--- src/rtl/execute_memory_stage_reg_pkg.sv ---
// Shared types for the EX->MEM pipeline register: field encodings and the
// per-edge update select that the control and data paths both follow.
package execute_memory_stage_reg_pkg;

    localparam int DEF_RSRC_W   = 2;
    localparam int DEF_DWIDTH_W = 3;

    // Writeback mux select
    typedef enum logic [DEF_RSRC_W-1:0] {
        RS_ALU = 2'd0,
        RS_MEM = 2'd1,
        RS_PC4 = 2'd2
    } result_src_e;

    // Load/store access size; bit 2 marks zero-extension on loads
    typedef enum logic [DEF_DWIDTH_W-1:0] {
        DW_B  = 3'd0,
        DW_H  = 3'd1,
        DW_W  = 3'd2,
        DW_BU = 3'd4,
        DW_HU = 3'd5
    } data_width_e;

    // What the M-stage register does on the coming edge (reset handled separately)
    typedef enum logic [1:0] {
        SEL_LOAD  = 2'd0,
        SEL_HOLD  = 2'd1,
        SEL_FLUSH = 2'd2
    } stage_sel_e;

endpackage

--- src/rtl/execute_memory_stage_reg_if.sv ---
// Bundle of hazard controls, E-stage inputs and M-stage outputs of the
// EX->MEM register. master = surrounding pipeline, slave = the register.
interface execute_memory_stage_reg_if #(
    parameter int DATA_W     = 32,
    parameter int REG_ADDR_W = 6,
    parameter int RSRC_W     = 2,
    parameter int DWIDTH_W   = 3,
    parameter int CNT_W      = 16
);
    logic                  StallM;
    logic                  FlushM;
    logic                  ValidE;
    logic                  RegWriteE;
    logic [RSRC_W-1:0]     ResultSrcE;
    logic                  MemWriteE;
    logic [DWIDTH_W-1:0]   DataWidthE;
    logic [DATA_W-1:0]     ALUOutE;
    logic [DATA_W-1:0]     WriteDataE;
    logic [REG_ADDR_W-1:0] RDE;
    logic [DATA_W-1:0]     PCPlus4E;

    logic                  ValidM;
    logic                  RegWriteM;
    logic [RSRC_W-1:0]     ResultSrcM;
    logic                  MemWriteM;
    logic [DWIDTH_W-1:0]   DataWidthM;
    logic [DATA_W-1:0]     ALUOutM;
    logic [DATA_W-1:0]     WriteDataM;
    logic [REG_ADDR_W-1:0] RDM;
    logic [DATA_W-1:0]     PCPlus4M;
    logic [CNT_W-1:0]      StallCnt;
    logic [CNT_W-1:0]      BubbleCnt;

    modport master (
        output StallM, FlushM, ValidE, RegWriteE, ResultSrcE, MemWriteE,
               DataWidthE, ALUOutE, WriteDataE, RDE, PCPlus4E,
        input  ValidM, RegWriteM, ResultSrcM, MemWriteM, DataWidthM,
               ALUOutM, WriteDataM, RDM, PCPlus4M, StallCnt, BubbleCnt
    );

    modport slave (
        input  StallM, FlushM, ValidE, RegWriteE, ResultSrcE, MemWriteE,
               DataWidthE, ALUOutE, WriteDataE, RDE, PCPlus4E,
        output ValidM, RegWriteM, ResultSrcM, MemWriteM, DataWidthM,
               ALUOutM, WriteDataM, RDM, PCPlus4M, StallCnt, BubbleCnt
    );

endinterface

--- src/rtl/execute_memory_stage_reg_sat_counter.sv ---
// Saturating up-counter for performance debug; sticks at all-ones and
// is cleared only by reset.
module sat_counter #(
    parameter int CNT_W = 16
) (
    input  logic             clk,
    input  logic             rst,
    input  logic             inc_i,
    output logic [CNT_W-1:0] count_o
);

    logic [CNT_W-1:0] count_q;
    logic [CNT_W-1:0] count_d;

    // Next value: step by one unless already saturated
    always_comb begin
        count_d = count_q;
        if (inc_i && (count_q != {CNT_W{1'b1}}))
            count_d = count_q + {{(CNT_W-1){1'b0}}, 1'b1};
    end

    // Counter register with synchronous clear
    always_ff @(posedge clk) begin
        if (rst) count_q <= '0;
        else     count_q <= count_d;
    end

    assign count_o = count_q;

endmodule

--- src/rtl/execute_memory_stage_reg.sv ---
// EX->MEM pipeline register with hold (stall), bubble insertion (flush),
// valid tracking and saturating stall/bubble counters. All outputs come
// straight from flops.
module execute_memory_stage_reg
    import execute_memory_stage_reg_pkg::*;
#(
    parameter int DATA_W     = 32,
    parameter int REG_ADDR_W = 6,
    parameter int RSRC_W     = DEF_RSRC_W,
    parameter int DWIDTH_W   = DEF_DWIDTH_W,
    parameter int CNT_W      = 16
) (
    input logic                        clk,
    input logic                        rst,
    execute_memory_stage_reg_if.slave  bus
);

    stage_sel_e            sel_d;

    logic                  valid_q;
    logic                  reg_write_q;
    logic                  mem_write_q;
    logic [RSRC_W-1:0]     result_src_q;
    logic [DWIDTH_W-1:0]   data_width_q;
    logic [DATA_W-1:0]     alu_out_q;
    logic [DATA_W-1:0]     write_data_q;
    logic [REG_ADDR_W-1:0] rd_q;
    logic [DATA_W-1:0]     pc_plus4_q;

    logic                  stall_inc;
    logic                  bubble_inc;

    // One select shared by both paths: flush beats stall beats load
    always_comb begin
        sel_d = SEL_LOAD;
        if (bus.FlushM)      sel_d = SEL_FLUSH;
        else if (bus.StallM) sel_d = SEL_HOLD;
    end

    // Control path: a bubble never carries a write enable
    always_ff @(posedge clk) begin
        if (rst) begin
            valid_q     <= 1'b0;
            reg_write_q <= 1'b0;
            mem_write_q <= 1'b0;
        end else begin
            case (sel_d)
                SEL_FLUSH: begin
                    valid_q     <= 1'b0;
                    reg_write_q <= 1'b0;
                    mem_write_q <= 1'b0;
                end
                SEL_HOLD: ;
                default: begin
                    valid_q     <= bus.ValidE;
                    reg_write_q <= bus.RegWriteE & bus.ValidE;
                    mem_write_q <= bus.MemWriteE & bus.ValidE;
                end
            endcase
        end
    end

    // Data path: fields follow E on load and flush, hold on stall
    always_ff @(posedge clk) begin
        if (rst) begin
            result_src_q <= '0;
            data_width_q <= '0;
            alu_out_q    <= '0;
            write_data_q <= '0;
            rd_q         <= '0;
            pc_plus4_q   <= '0;
        end else if (sel_d != SEL_HOLD) begin
            result_src_q <= bus.ResultSrcE;
            data_width_q <= bus.DataWidthE;
            alu_out_q    <= bus.ALUOutE;
            write_data_q <= bus.WriteDataE;
            rd_q         <= bus.RDE;
            pc_plus4_q   <= bus.PCPlus4E;
        end
    end

    // Stalls count only while a real instruction is held; bubbles count
    // flushes and loads of an invalid E-stage slot
    assign stall_inc  = (sel_d == SEL_HOLD) && valid_q;
    assign bubble_inc = (sel_d == SEL_FLUSH) || ((sel_d == SEL_LOAD) && !bus.ValidE);

    sat_counter #(.CNT_W(CNT_W)) u_stall_cnt (
        .clk     (clk),
        .rst     (rst),
        .inc_i   (stall_inc),
        .count_o (bus.StallCnt)
    );

    sat_counter #(.CNT_W(CNT_W)) u_bubble_cnt (
        .clk     (clk),
        .rst     (rst),
        .inc_i   (bubble_inc),
        .count_o (bus.BubbleCnt)
    );

    assign bus.ValidM     = valid_q;
    assign bus.RegWriteM  = reg_write_q;
    assign bus.MemWriteM  = mem_write_q;
    assign bus.ResultSrcM = result_src_q;
    assign bus.DataWidthM = data_width_q;
    assign bus.ALUOutM    = alu_out_q;
    assign bus.WriteDataM = write_data_q;
    assign bus.RDM        = rd_q;
    assign bus.PCPlus4M   = pc_plus4_q;

endmodule

--- src/flat_wrapper.sv ---
// flat-port wrapper written by rule: the top's interface ports become plain ports
module execute_memory_stage_reg_flat import execute_memory_stage_reg_pkg::*;
#(
    parameter int DATA_W     = 32,
    parameter int REG_ADDR_W = 6,
    parameter int RSRC_W     = DEF_RSRC_W,
    parameter int DWIDTH_W   = DEF_DWIDTH_W,
    parameter int CNT_W      = 16
)
  (clk, rst, bus_StallM, bus_FlushM, bus_ValidE, bus_RegWriteE, bus_ResultSrcE, bus_MemWriteE, bus_DataWidthE, bus_ALUOutE, bus_WriteDataE, bus_RDE, bus_PCPlus4E, bus_ValidM, bus_RegWriteM, bus_ResultSrcM, bus_MemWriteM, bus_DataWidthM, bus_ALUOutM, bus_WriteDataM, bus_RDM, bus_PCPlus4M, bus_StallCnt, bus_BubbleCnt);
  execute_memory_stage_reg_if #(.DATA_W(DATA_W), .REG_ADDR_W(REG_ADDR_W), .RSRC_W(RSRC_W), .DWIDTH_W(DWIDTH_W), .CNT_W(CNT_W)) bus_i ();
  input logic clk;
  input logic rst;
  input wire logic [$bits(bus_i.StallM)-1:0] bus_StallM;
  input wire logic [$bits(bus_i.FlushM)-1:0] bus_FlushM;
  input wire logic [$bits(bus_i.ValidE)-1:0] bus_ValidE;
  input wire logic [$bits(bus_i.RegWriteE)-1:0] bus_RegWriteE;
  input wire logic [$bits(bus_i.ResultSrcE)-1:0] bus_ResultSrcE;
  input wire logic [$bits(bus_i.MemWriteE)-1:0] bus_MemWriteE;
  input wire logic [$bits(bus_i.DataWidthE)-1:0] bus_DataWidthE;
  input wire logic [$bits(bus_i.ALUOutE)-1:0] bus_ALUOutE;
  input wire logic [$bits(bus_i.WriteDataE)-1:0] bus_WriteDataE;
  input wire logic [$bits(bus_i.RDE)-1:0] bus_RDE;
  input wire logic [$bits(bus_i.PCPlus4E)-1:0] bus_PCPlus4E;
  output wire logic [$bits(bus_i.ValidM)-1:0] bus_ValidM;
  output wire logic [$bits(bus_i.RegWriteM)-1:0] bus_RegWriteM;
  output wire logic [$bits(bus_i.ResultSrcM)-1:0] bus_ResultSrcM;
  output wire logic [$bits(bus_i.MemWriteM)-1:0] bus_MemWriteM;
  output wire logic [$bits(bus_i.DataWidthM)-1:0] bus_DataWidthM;
  output wire logic [$bits(bus_i.ALUOutM)-1:0] bus_ALUOutM;
  output wire logic [$bits(bus_i.WriteDataM)-1:0] bus_WriteDataM;
  output wire logic [$bits(bus_i.RDM)-1:0] bus_RDM;
  output wire logic [$bits(bus_i.PCPlus4M)-1:0] bus_PCPlus4M;
  output wire logic [$bits(bus_i.StallCnt)-1:0] bus_StallCnt;
  output wire logic [$bits(bus_i.BubbleCnt)-1:0] bus_BubbleCnt;
  assign bus_i.StallM = bus_StallM;
  assign bus_i.FlushM = bus_FlushM;
  assign bus_i.ValidE = bus_ValidE;
  assign bus_i.RegWriteE = bus_RegWriteE;
  assign bus_i.ResultSrcE = bus_ResultSrcE;
  assign bus_i.MemWriteE = bus_MemWriteE;
  assign bus_i.DataWidthE = bus_DataWidthE;
  assign bus_i.ALUOutE = bus_ALUOutE;
  assign bus_i.WriteDataE = bus_WriteDataE;
  assign bus_i.RDE = bus_RDE;
  assign bus_i.PCPlus4E = bus_PCPlus4E;
  assign bus_ValidM = bus_i.ValidM;
  assign bus_RegWriteM = bus_i.RegWriteM;
  assign bus_ResultSrcM = bus_i.ResultSrcM;
  assign bus_MemWriteM = bus_i.MemWriteM;
  assign bus_DataWidthM = bus_i.DataWidthM;
  assign bus_ALUOutM = bus_i.ALUOutM;
  assign bus_WriteDataM = bus_i.WriteDataM;
  assign bus_RDM = bus_i.RDM;
  assign bus_PCPlus4M = bus_i.PCPlus4M;
  assign bus_StallCnt = bus_i.StallCnt;
  assign bus_BubbleCnt = bus_i.BubbleCnt;
  execute_memory_stage_reg #(.DATA_W(DATA_W), .REG_ADDR_W(REG_ADDR_W), .RSRC_W(RSRC_W), .DWIDTH_W(DWIDTH_W), .CNT_W(CNT_W)) u_core (.clk(clk), .rst(rst), .bus(bus_i));
endmodule
--- config.mk ---
export PLATFORM = sky130hd
export DESIGN_NAME = execute_memory_stage_reg_flat
export DESIGN_NICKNAME = d
export VERILOG_FILES = /design/src/rtl/execute_memory_stage_reg_pkg.sv /design/src/rtl/execute_memory_stage_reg_if.sv /design/src/rtl/execute_memory_stage_reg_sat_counter.sv /design/src/rtl/execute_memory_stage_reg.sv /design/src/flat_wrapper.sv
export SDC_FILE = /design/constraint.sdc
export NUM_CORES = 1
export LEC_CHECK = 0
export ABC_AREA = 1
export BUFFER_PORTS_ARGS = -buffer_cell sky130_fd_sc_hd__buf_2
export CAP_MARGIN = 10
export CORE_UTILIZATION = 51
export CTS_CLUSTER_SIZE = 16
export DETAILED_ROUTE_END_ITERATION = 10
export PLACE_DENSITY = 0.91
export SYNTH_ARGS = -nofsm -noshare
export SYNTH_HDL_FRONTEND = slang
export SYNTH_SLANG_ARGS = --single-unit
--- constraint.sdc ---
create_clock -name clk -period 2.93 [get_ports clk]
set_clock_uncertainty 0.15 [all_clocks]
set_input_delay 0.293 -clock clk [delete_from_list [all_inputs] [get_ports clk]]
set_output_delay 0.293 -clock clk [all_outputs]
set_load 0.02 [all_outputs]
==> flow_summary_export.csv <==
group,metric,value,unit
global_route,grt-ovfl-total,0,
cells_and_area,design_area,0.008742,mm²
synthesis,synth-edff-count,0,
timing,holdWs,0.04859,ns
detailed_routing,ant_nets,0,
cts,post_cts_buffers,0,
cts,cts_buffer_depth,2,
cts,cts_tree,"done",
timing,setup_viol,0,
global_route,track_usage,39.42,%
cts,cts_buffers,17,
power_and_ir_drop,ir_worst_vdd,551.0,µV
detailed_routing,routed.top_layer,"met4",
synthesis,async_reset_ff_share,0,%
min_path,hold_path_class,"in2reg",
synthesis,syn_nets,893,
floorplanning,dieArea,0.01149,mm²
timing,worst_pin_slew,0.7140,ns
place,globalplace.congestion,0.8749,
cts,cts_resized,0,
global_route,antenna_found_initial,1,
place,port_buffers,255,
setup_path,end_kind,"register",
detailed_routing,wl_per_cell,17.48,µm
cells_and_area,drive_gt1_share,27.06,%
cells_and_area,multiInputGateArea,0.002522,mm²
job,cap_violations,0,
synthesis,netlist_instances,777,
cts,cts_root_buffer,"clkbuf_8",
detailed_routing,wl_met2,10550,µm
power_and_ir_drop,power,5.265,mW
setup_path,cp_max_fo,83,
detailed_routing,m1WireLength,7819,µm
detailed_routing,drc_errors,0,
global_route,grt_pass1_vias,6937,
synthesis,synthFlopType,"dfxtp_1",
synthesis,ys_warn_count,0,
timing,report.final.slew_viol_count,0,
synthesis,post-synth-top-area-fraction,50.35,%
floorplanning,dieHeight,107.2,µm
cells_and_area,regArea,0.002843,mm²
floorplanning,core,0.01079,mm²
detailed_routing,first_iter_violations,839,
cells_and_area,area_growth,54.85,%
place,hpwl,10260,µm
timing,worst_slack,1.014,ns
cts,worstSkewPairLatency,0.54,ns
cts,cts_hold_buf,114,
timing,fin_crit_sh,65.38,%
setup_path,crit_path_start_kind,"primary input",
setup_path,cp.arrival,2.22,ns
cells_and_area,fin_util,81.00,%
cells_and_area,fin_nets,1245,
floorplanning,die_w,107.2,µm
power_and_ir_drop,p_leak,4.129,nW
cells_and_area,nFillCells,597,
timing,relSlewSlack,52.40,%
cts,htree_num_levels,4,
timing,hold_violations,0,
floorplanning,start_util,52.31,%
place,placed_cells,1136,
floorplanning,ios,256,
cts,clk_pin_slew,0.06,ns
detailed_routing,vias,7129,
floorplanning,num_rows,38,
setup_path,critPathRequiredTime,3.23,ns
timing,tns,0,ns
timing,rsz0062_at_grt,"no",
synthesis,synth.distinct_cells,28,
synthesis,syn_area,0.005645,mm²
place,dpl_cell_area,0.006957,mm²
cts,cts.sinks,142,
place,place_ws,0.9864,ns
synthesis,synthTopCellsByArea,"dfxtp_1 50%, nor2_1 20%, o21ai_0 9.8%, nand2_1 5.0%, nand3_1 2.2%",
synthesis,synth_area_per_cell,7.266,µm²
timing,clock.fmax,522.0,MHz
timing,layout_min_cycle_time,1.916,ns
power_and_ir_drop,p_per_area,602.2,mW/mm²
setup_path,critPathKind,"in2reg",
detailed_routing,met3_length,2190,µm
cells_and_area,stdcell_count,1283,
detailed_routing,viasPerCell,5.557,
run_status,status,"completed",
detailed_routing,drt_wl_total,22430,µm
synthesis,synth_common_cells,"298 x nor2_1, 142 x dfxtp_1, 111 x o21ai_0, 75 x nand2_1, 29 x clkbuf_1",
global_route,grt_pass1_wl,34700,µm
synthesis,yosysTopAreaCell,"dfxtp_1",
detailed_routing,drtPass1Iterations,8,
global_route,grt_max_degree,110,
synthesis,synth-seq-cells,142,
synthesis,ys_seq_area_share,50.35,%
synthesis,synth_most_common_cell,"nor2_1",
-- per-layer routing --
metal | global-route usage, % | up-vias
li1 | - | 3176
met1 | 43.28 | 3203
met2 | 64.24 | 571
met3 | 10.27 | 179
met4 | 31.90 | 0
met5 | 0 | -
-- path summary, 6_finish.rpt --
check	from	cells after the start	slack, ns	to
setup reg to reg	u_core.u_bubble_cnt.count_o[0]$_SDFFE_PP0P_	7	1.04	u_core.u_bubble_cnt.count_o[6]$_SDFFE_PP0P_
hold / removal	bus_StallM	3	0.05	u_core.bus.ValidM$_SDFFE_PP0P_
hold reg to reg	u_core.bus.PCPlus4M[18]$_SDFFE_PP0P_	2	0.36	u_core.bus.PCPlus4M[18]$_SDFFE_PP0P_
setup / recovery	rst	6	1.01	u_core.bus.WriteDataM[14]$_SDFFE_PP0P_
-- cells by family after synthesis --
| family | Yosys count | share of synthesized area (%) |
|---|---|---|
| adder cells (fa/ha/maj) | 2 | 0.4432 |
| buffers and inverters | 66 | 4.965 |
| AO/OA/AOI/OAI | 133 | 11.84 |
| XOR/XNOR | 8 | 1.241 |
| flip-flops | 142 | 50.35 |
| AND/OR/NAND/NOR | 426 | 31.16 |
-- where the power goes --
group          leakage (nW)  switching (mW)  total (mW)  internal [mW]
Combinational          2.65           0.459       0.765          0.305
Sequential             1.17          0.0770        2.12           2.05
Clock                 0.308           0.883        2.38           1.49
Total                  4.13            1.42        5.26           3.85
-- sequential cells by signal (all words and copies together) (netlist names) --
| register | cells |
|---|---|
| u_core.bus.ValidM | 1 |
| u_core.bus.RDM | 6 |
| u_core.bus.ALUOutM | 32 |
| u_core.u_bubble_cnt.count_o | 16 |
| u_core.bus.ResultSrcM | 2 |
| u_core.bus.PCPlus4M | 32 |
| u_core.bus.MemWriteM | 1 |
| u_core.bus.RegWriteM | 1 |
| u_core.bus.DataWidthM | 3 |
| u_core.bus.WriteDataM | 32 |
| u_core.u_stall_cnt.count_o | 16 |
-- cells in the final DEF, fill, tap and decap left out --
master         Yosys  layout
nor2_1           298     298
buf_2              4     255
dfxtp_1          142     142
dlygate4sd3_1      0     114
o21ai_0          111     111
nand2_1           75      75
nand3_1           25      25
inv_1             24      23
clkbuf_16          0      16
a21oi_1           13      13
o21ai_1            8       8
nand3b_1           7       7
nor2_4             6       6
xnor2_1            6       6
bufinv_16          0       5
nand4_1            4       4
nand2_2            4       4
inv_2              2       3
nor2_2             3       3
clkinvlp_4         0       3
clkinv_2           0       3
buf_4              1       3
xor2_1             2       2
ha_1               2       2
clkbuf_8           0       2
inv_6              0       2
diode_2            0       1
nand2_4            1       1
nand4_4            1       1
and2_1             1       1
or2_0              1       1
o21a_1             1       1
clkinv_4           0       1
buf_12             0       1
-- final cells by class --
class / count / area share, %
clock buffers: 18 / 4.895
flip-flops and latches: 142 / 32.52
clock inverters: 14 / 2.447
multi-input cells: 569 / 28.85
inverters: 26 / 1.116
diodes: 1 / 0.02862
well taps: 140 / 2.004
repair buffers: 373 / 28.14
-- critical path, stage by stage --
cell and delay, ns:
dlygate4sd3_1 0.54, buf_2 0.19, inv_2 0.07, buf_4 0.56, o21ai_0 0.32, nor2_1 0.22
No activity file was read; power rests on OpenSTA's default activity.
